==> config.mk <==
export PLATFORM = sky130hd
export DESIGN_NAME = mem_arb
export DESIGN_NICKNAME = d
export VERILOG_FILES = /design/src/rtl/mem_arb_pkg.sv /design/src/rtl/mem_arb_wdog.sv /design/src/rtl/mem_arb.sv
export SDC_FILE = /design/constraint.sdc
export NUM_CORES = 1
export LEC_CHECK = 0
export ABC_CLOCK_PERIOD_IN_PS = 2600
export CAP_MARGIN = 10
export CORE_MARGIN = 10
export CORE_UTILIZATION = 25
export DETAILED_ROUTE_END_ITERATION = 8
export HOLD_SLACK_MARGIN = 0.05
export PLACE_DENSITY = 0.83
export SLEW_MARGIN = 20
export SYNTH_ARGS = -nofsm -noshare
export SYNTH_HDL_FRONTEND = slang
export SYNTH_HIERARCHICAL = 1
export SYNTH_SLANG_ARGS = --single-unit
==> constraint.sdc <==
create_clock -name arb_clk -period 2.6 [get_ports arb_clk]
set_input_delay 0.52 -clock arb_clk [delete_from_list [all_inputs] [get_ports arb_clk]]
set_output_delay 0.52 -clock arb_clk [all_outputs]
set_load 0.01 [all_outputs]
==> src/rtl/mem_arb_pkg.sv <==
// Shared types and constants for the two-master memory arbiter.
// The MEM_ARB_TIMEOUT_EN build option reads ARB_TIMEOUT from this package.
package mem_arb_pkg;

  typedef enum logic [1:0] {
    IDLE = 2'd0,
    CPU  = 2'd1,
    DMA  = 2'd2
  } state_t;

  typedef enum logic {
    OWNER_CPU = 1'b0,
    OWNER_DMA = 1'b1
  } owner_t;

  localparam int MAX_BURST   = 8;
  localparam int ARB_TIMEOUT = 255;

endpackage

==> src/rtl/mem_arb_wdog.sv <==
// Stall watchdog for the arbiter: counts cycles with an unanswered memory request.
// It is only instantiated when MEM_ARB_TIMEOUT_EN is defined.
module mem_arb_wdog
  import mem_arb_pkg::*;
(
  input  logic clk,
  input  logic rst,
  input  logic idle,
  input  logic mem_req,
  input  logic mem_ack,
  output logic timeout
);

  logic [7:0] timer;

  // The 255th unanswered cycle is the one that fires the timeout.
  assign timeout = mem_req & ~mem_ack & (timer == 8'(ARB_TIMEOUT - 1));

  always_ff @(posedge clk or posedge rst) begin
    if (rst) begin
      timer <= '0;
    end else if (idle || mem_ack || timeout) begin
      timer <= '0;
    end else if (mem_req) begin
      timer <= timer + 8'd1;
    end
  end

endmodule

==> src/rtl/mem_arb.sv <==
// Round-robin arbiter between a single-beat CPU port and a bursting DMA port.
// Define MEM_ARB_TIMEOUT_EN to add the stall watchdog that drives arb_err.
module mem_arb
  import mem_arb_pkg::*;
#(
  parameter int ADDR_W = 16,
  parameter int DATA_W = 32
) (
  input  logic              arb_clk,
  input  logic              arb_reset,
  input  logic              cpu_req,
  input  logic              cpu_we,
  input  logic [ADDR_W-1:0] cpu_addr,
  input  logic [DATA_W-1:0] cpu_wdata,
  output logic              cpu_ack,
  input  logic              dma_req,
  input  logic              dma_we,
  input  logic [ADDR_W-1:0] dma_addr,
  input  logic [DATA_W-1:0] dma_wdata,
  output logic              dma_ack,
  output logic [DATA_W-1:0] arb_rdata,
  output logic              mem_req,
  output logic              mem_we,
  output logic [ADDR_W-1:0] mem_addr,
  output logic [DATA_W-1:0] mem_wdata,
  input  logic [DATA_W-1:0] mem_rdata,
  input  logic              mem_ack,
  output logic              arb_err
);

  state_t     state, state_nx;
  owner_t     last_owner, last_owner_nx;
  logic [2:0] beat_cnt, beat_cnt_nx;
  logic       timeout;

`ifdef MEM_ARB_TIMEOUT_EN
  mem_arb_wdog u_wdog (
    .clk     (arb_clk),
    .rst     (arb_reset),
    .idle    (state == IDLE),
    .mem_req (mem_req),
    .mem_ack (mem_ack),
    .timeout (timeout)
  );
  assign arb_err = timeout;
`else
  assign timeout = 1'b0;
  assign arb_err = 1'b0;
`endif

  // last_owner resets to DMA so the CPU wins the first tie.
  always_ff @(posedge arb_clk or posedge arb_reset) begin
    if (arb_reset) begin
      state      <= IDLE;
      last_owner <= OWNER_DMA;
      beat_cnt   <= '0;
    end else begin
      state      <= state_nx;
      last_owner <= last_owner_nx;
      beat_cnt   <= beat_cnt_nx;
    end
  end

  always_comb begin
    state_nx      = state;
    last_owner_nx = last_owner;
    beat_cnt_nx   = beat_cnt;
    case (state)
      IDLE: begin
        beat_cnt_nx = '0;
        if (cpu_req && dma_req) begin
          state_nx = (last_owner == OWNER_DMA) ? CPU : DMA;
        end else if (cpu_req) begin
          state_nx = CPU;
        end else if (dma_req) begin
          state_nx = DMA;
        end
      end
      CPU: begin
        if (timeout || mem_ack) begin
          state_nx      = IDLE;
          last_owner_nx = OWNER_CPU;
        end
      end
      DMA: begin
        if (timeout || !dma_req) begin
          state_nx      = IDLE;
          last_owner_nx = OWNER_DMA;
        end else if (mem_ack) begin
          if (beat_cnt == 3'(MAX_BURST - 1)) begin
            state_nx      = IDLE;
            last_owner_nx = OWNER_DMA;
          end else begin
            beat_cnt_nx = beat_cnt + 3'd1;
          end
        end
      end
      default: state_nx = IDLE;
    endcase
  end

  // A timed-out beat is abandoned, so its owner never sees an ack.
  always_comb begin
    mem_req   = 1'b0;
    mem_we    = 1'b0;
    mem_addr  = '0;
    mem_wdata = '0;
    cpu_ack   = 1'b0;
    dma_ack   = 1'b0;
    case (state)
      CPU: begin
        mem_req   = cpu_req;
        mem_we    = cpu_we;
        mem_addr  = cpu_addr;
        mem_wdata = cpu_wdata;
        cpu_ack   = mem_ack & ~timeout;
      end
      DMA: begin
        mem_req   = dma_req;
        mem_we    = dma_we;
        mem_addr  = dma_addr;
        mem_wdata = dma_wdata;
        dma_ack   = mem_ack & ~timeout;
      end
      default: ;
    endcase
  end

  assign arb_rdata = mem_rdata;

endmodule

==> metrics <==
# diodes=0; vias in the first global route=1888; Final Setup Violations=0; busiest grt layer=met2; Synth Flop Type=dfrtp_1; Setup crit start kind=register; max incr delay on CP=0.56 ns; CP arrival=between 1.5 and 2 ns; WP buf/inv=3; Final ANT Viol Nets=0; FF-to-FF Start=state[1]$_DFFE_PP0P_; DRC violations left=0; Syn Nets=334; cell row count=27; H-Tree Depth=1; Num CTS Buffers=3; Clk pwr share=6.9%; flop2flop setup slack=0.99 ns; register area share after synthesis=10.5%; FMAX=400 MHz; DR WL/cell=18.6 um; Clock transition at path regs=0.04 ns; final worst path period need=2.50 ns; RSZ-0062 raised after global routing=yes; GRT Total Usage=13.2%; # Max-Cap Violations=0; HPWL Detailed=5920 um; final hold slack=0.494 ns; hold path depth=1; most frequent cells in the layout=148 x clkdlybuf4s50_1, 50 x nor2b_1, 49 x a22oi_1; layout cells sized above 1=5.14%; worst hold endpoint=beat_cnt[0]$_DFFE_PP0P_; mux share of post-synthesis cell area=0%; final WL=7140 um; adder-cell share of the synthesized area=4.36%; Worst Min Path Start=beat_cnt[0]$_DFFE_PP0P_; worst path required time=about 2.1 ns; Leak Pwr=1.12 nW; most common cell after layout, fill and taps aside=clkdlybuf4s50_1; Post-Synthesis Cells=194; Mean Syn Cell Area=7.40 um2; Peak VDD IR=0.482 mV; largest family of logic cells by synthesized area=compound AO/OA/AOI/OAI gates; met2 Use GR=24.3%; crit-path cells=inv_1, ha_1, buf_6, nor2b_1, clkdlybuf4s50_1; Crit-path slowest cell=clkdlybuf4s50_1; number of synthesized register bits=6; HP Class=register to register; CP max FO=27; Synth Cell Area=0.00144 mm2; Chip Height=about 96 um; Compound-Gate Fraction of Synth Area=32.8%; Clock Path Buffers=2; CTS tree=done; io pins=220; Net Sw Frac=between 40% and 50%; Setup WS pre-CTS=between 0.2 and 0.3 ns; GP Congestion=0.804; Async SR Flop Fraction=100%; Synth warnings=6; RR Endpoint=state[1]$_DFFE_PP0P_; antenna violations before repair=0; Setup TNS Final=0 ns; DR pass1 iterations=4; Synth Area in XOR/XNOR=0%; CTS Root Cell=clkbuf_8; Flop pwr share=7.0%; Critical Path Source=state[0]$_DFFE_PP0P_; Placeable Area=0.00554 mm2; R2R depth=6; Die Area=about 0.0092 mm2; delay-heaviest family, CP=buffers and inverters; area grow syn2layout=103%; PwrDens=around 740 mW/mm2; internal power=1.29 mW; Crit Path Class=register to primary output; CTS Sinks=6; I/O Buffers=154; DIE WIDTH=95.8 um; FILL cells=539; grt met1 use=13.4%; final hold violation count=0; power consumption=around 2.2 mW; Initial Util=25.9%; simple-gate area share of the yosys netlist=26.7%; period utilization=96.1%; global-route wire length before repair=9870 um; status=complete, no violations; total gr overflow=0; via count=roughly 1.8k; Slew Viols, Final=0; crit end category=primary output; Worst Skew=0.0122 ns; EDFF count, synth=0; vias per inst=4.73; pin count of the biggest net entering global routing=32; final worst setup slack=0.102 ns; Clock Latency Late Sink=0.23 ns; M3 GR Usage=5.84%; Comb pwr share=between 80% and 90%; drt first-iter violations=53; Net Sw Power=0.883 mW; post-synth cell types=24; final net count=452
cell usage after synthesis, types with 2 or more instances:
cell / number / area [um2]
nand2_1: 3 / 11.3
dfrtp_1: 5 / 125
a32o_1: 2 / 20.0
nand2b_1: 2 / 12.5
ha_1: 5 / 62.6
nor2b_1: 50 / 313
nand3_1: 2 / 10.0
o221ai_1: 2 / 17.5
buf_2: 6 / 30.0
clkbuf_1: 6 / 22.5
inv_1: 7 / 26.3
o21ai_1: 3 / 15.0
a22oi_1: 49 / 368
buf_4: 38 / 285
a21boi_0: 3 / 22.5
and2_1: 3 / 18.8
kinds of logic after synthesis:
group                      after synthesis
buffers and inverters                   57
AOI/OAI and AO/OA                       63
other                                    1
DFF                                      6
adders and majority gates                5
and+or+nand+nor                         62
worst register-to-register path, stage by stage (launching register included):
cell	delay, ns
dfrtp_1	0.41
inv_1	0.10
ha_2	0.22
buf_6	0.20
nor2b_1	0.20
a31oi_1	0.09
a32o_1	0.28
worst max-delay path by stage:
stage | slack (ns) | to | depth (start not counted)
after global placement | 0.27 | mem_req | 4
final | 0.10 | mem_wdata[10] | 5
after detailed placement | 0.25 | cpu_ack | 3
after CTS | 0.04 | mem_wdata[20] | 6
after global routing | 0.004 | mem_wdata[10] | 5
after floorplan | 0.82 | mem_req | 4
sequential cells by signal (all words and copies together), names as in the netlist:
register	count
beat_cnt	3
state	2
last_owner	1
through the flow:
step	area (um2)	cells	utilization, %
global placement	2830	378	51.1
global route	2920	383	52.7
finish	2920	383	52.7
detailed placement	2830	378	51.1
CTS	2890	382	52.1
floorplan	1440	194	-
what timing repair did:
item	4_1_cts	5_1_grt
hold endpoints to repair	0	0
hold buffers	0	0
resized for setup	1	9
setup endpoints to repair	1	19
setup buffers	0	1
power groups by stage:
| stage | registers, mW | clock network [mW] | logic [mW] |
|---|---|---|---|
| after global routing | 0.155 | 0.158 | 2.03 |
| after detailed placement | 0.150 | 0 | 1.85 |
| after global placement | 0.146 | 0 | 1.84 |
| after CTS | 0.151 | 0.151 | 1.87 |
| after floorplan | 0.142 | 0 | 1.04 |
| final | 0.151 | 0.150 | 1.87 |
layout make-up:
| class | count | area [um2] | area share (%) |
|---|---|---|---|
| Clock buffer | 4 | 45.0 | 1.54 |
| Multi-Input combinational cell | 131 | 936 | 32.0 |
| Tap cell | 72 | 90.1 | 3.08 |
| Timing Repair Buffer | 163 | 1670 | 57.3 |
| Inverter | 7 | 26.3 | 0.899 |
| Sequential cell | 6 | 151 | 5.18 |
layer usage:
layer / up-vias / part of all wire (%)
met4: 0 / 2.2
met3: 22 / 12
li1: 892 / -
met5: - / 0
met1: 793 / 36
met2: 105 / 50
No activity file was read; power rests on OpenSTA's default activity.
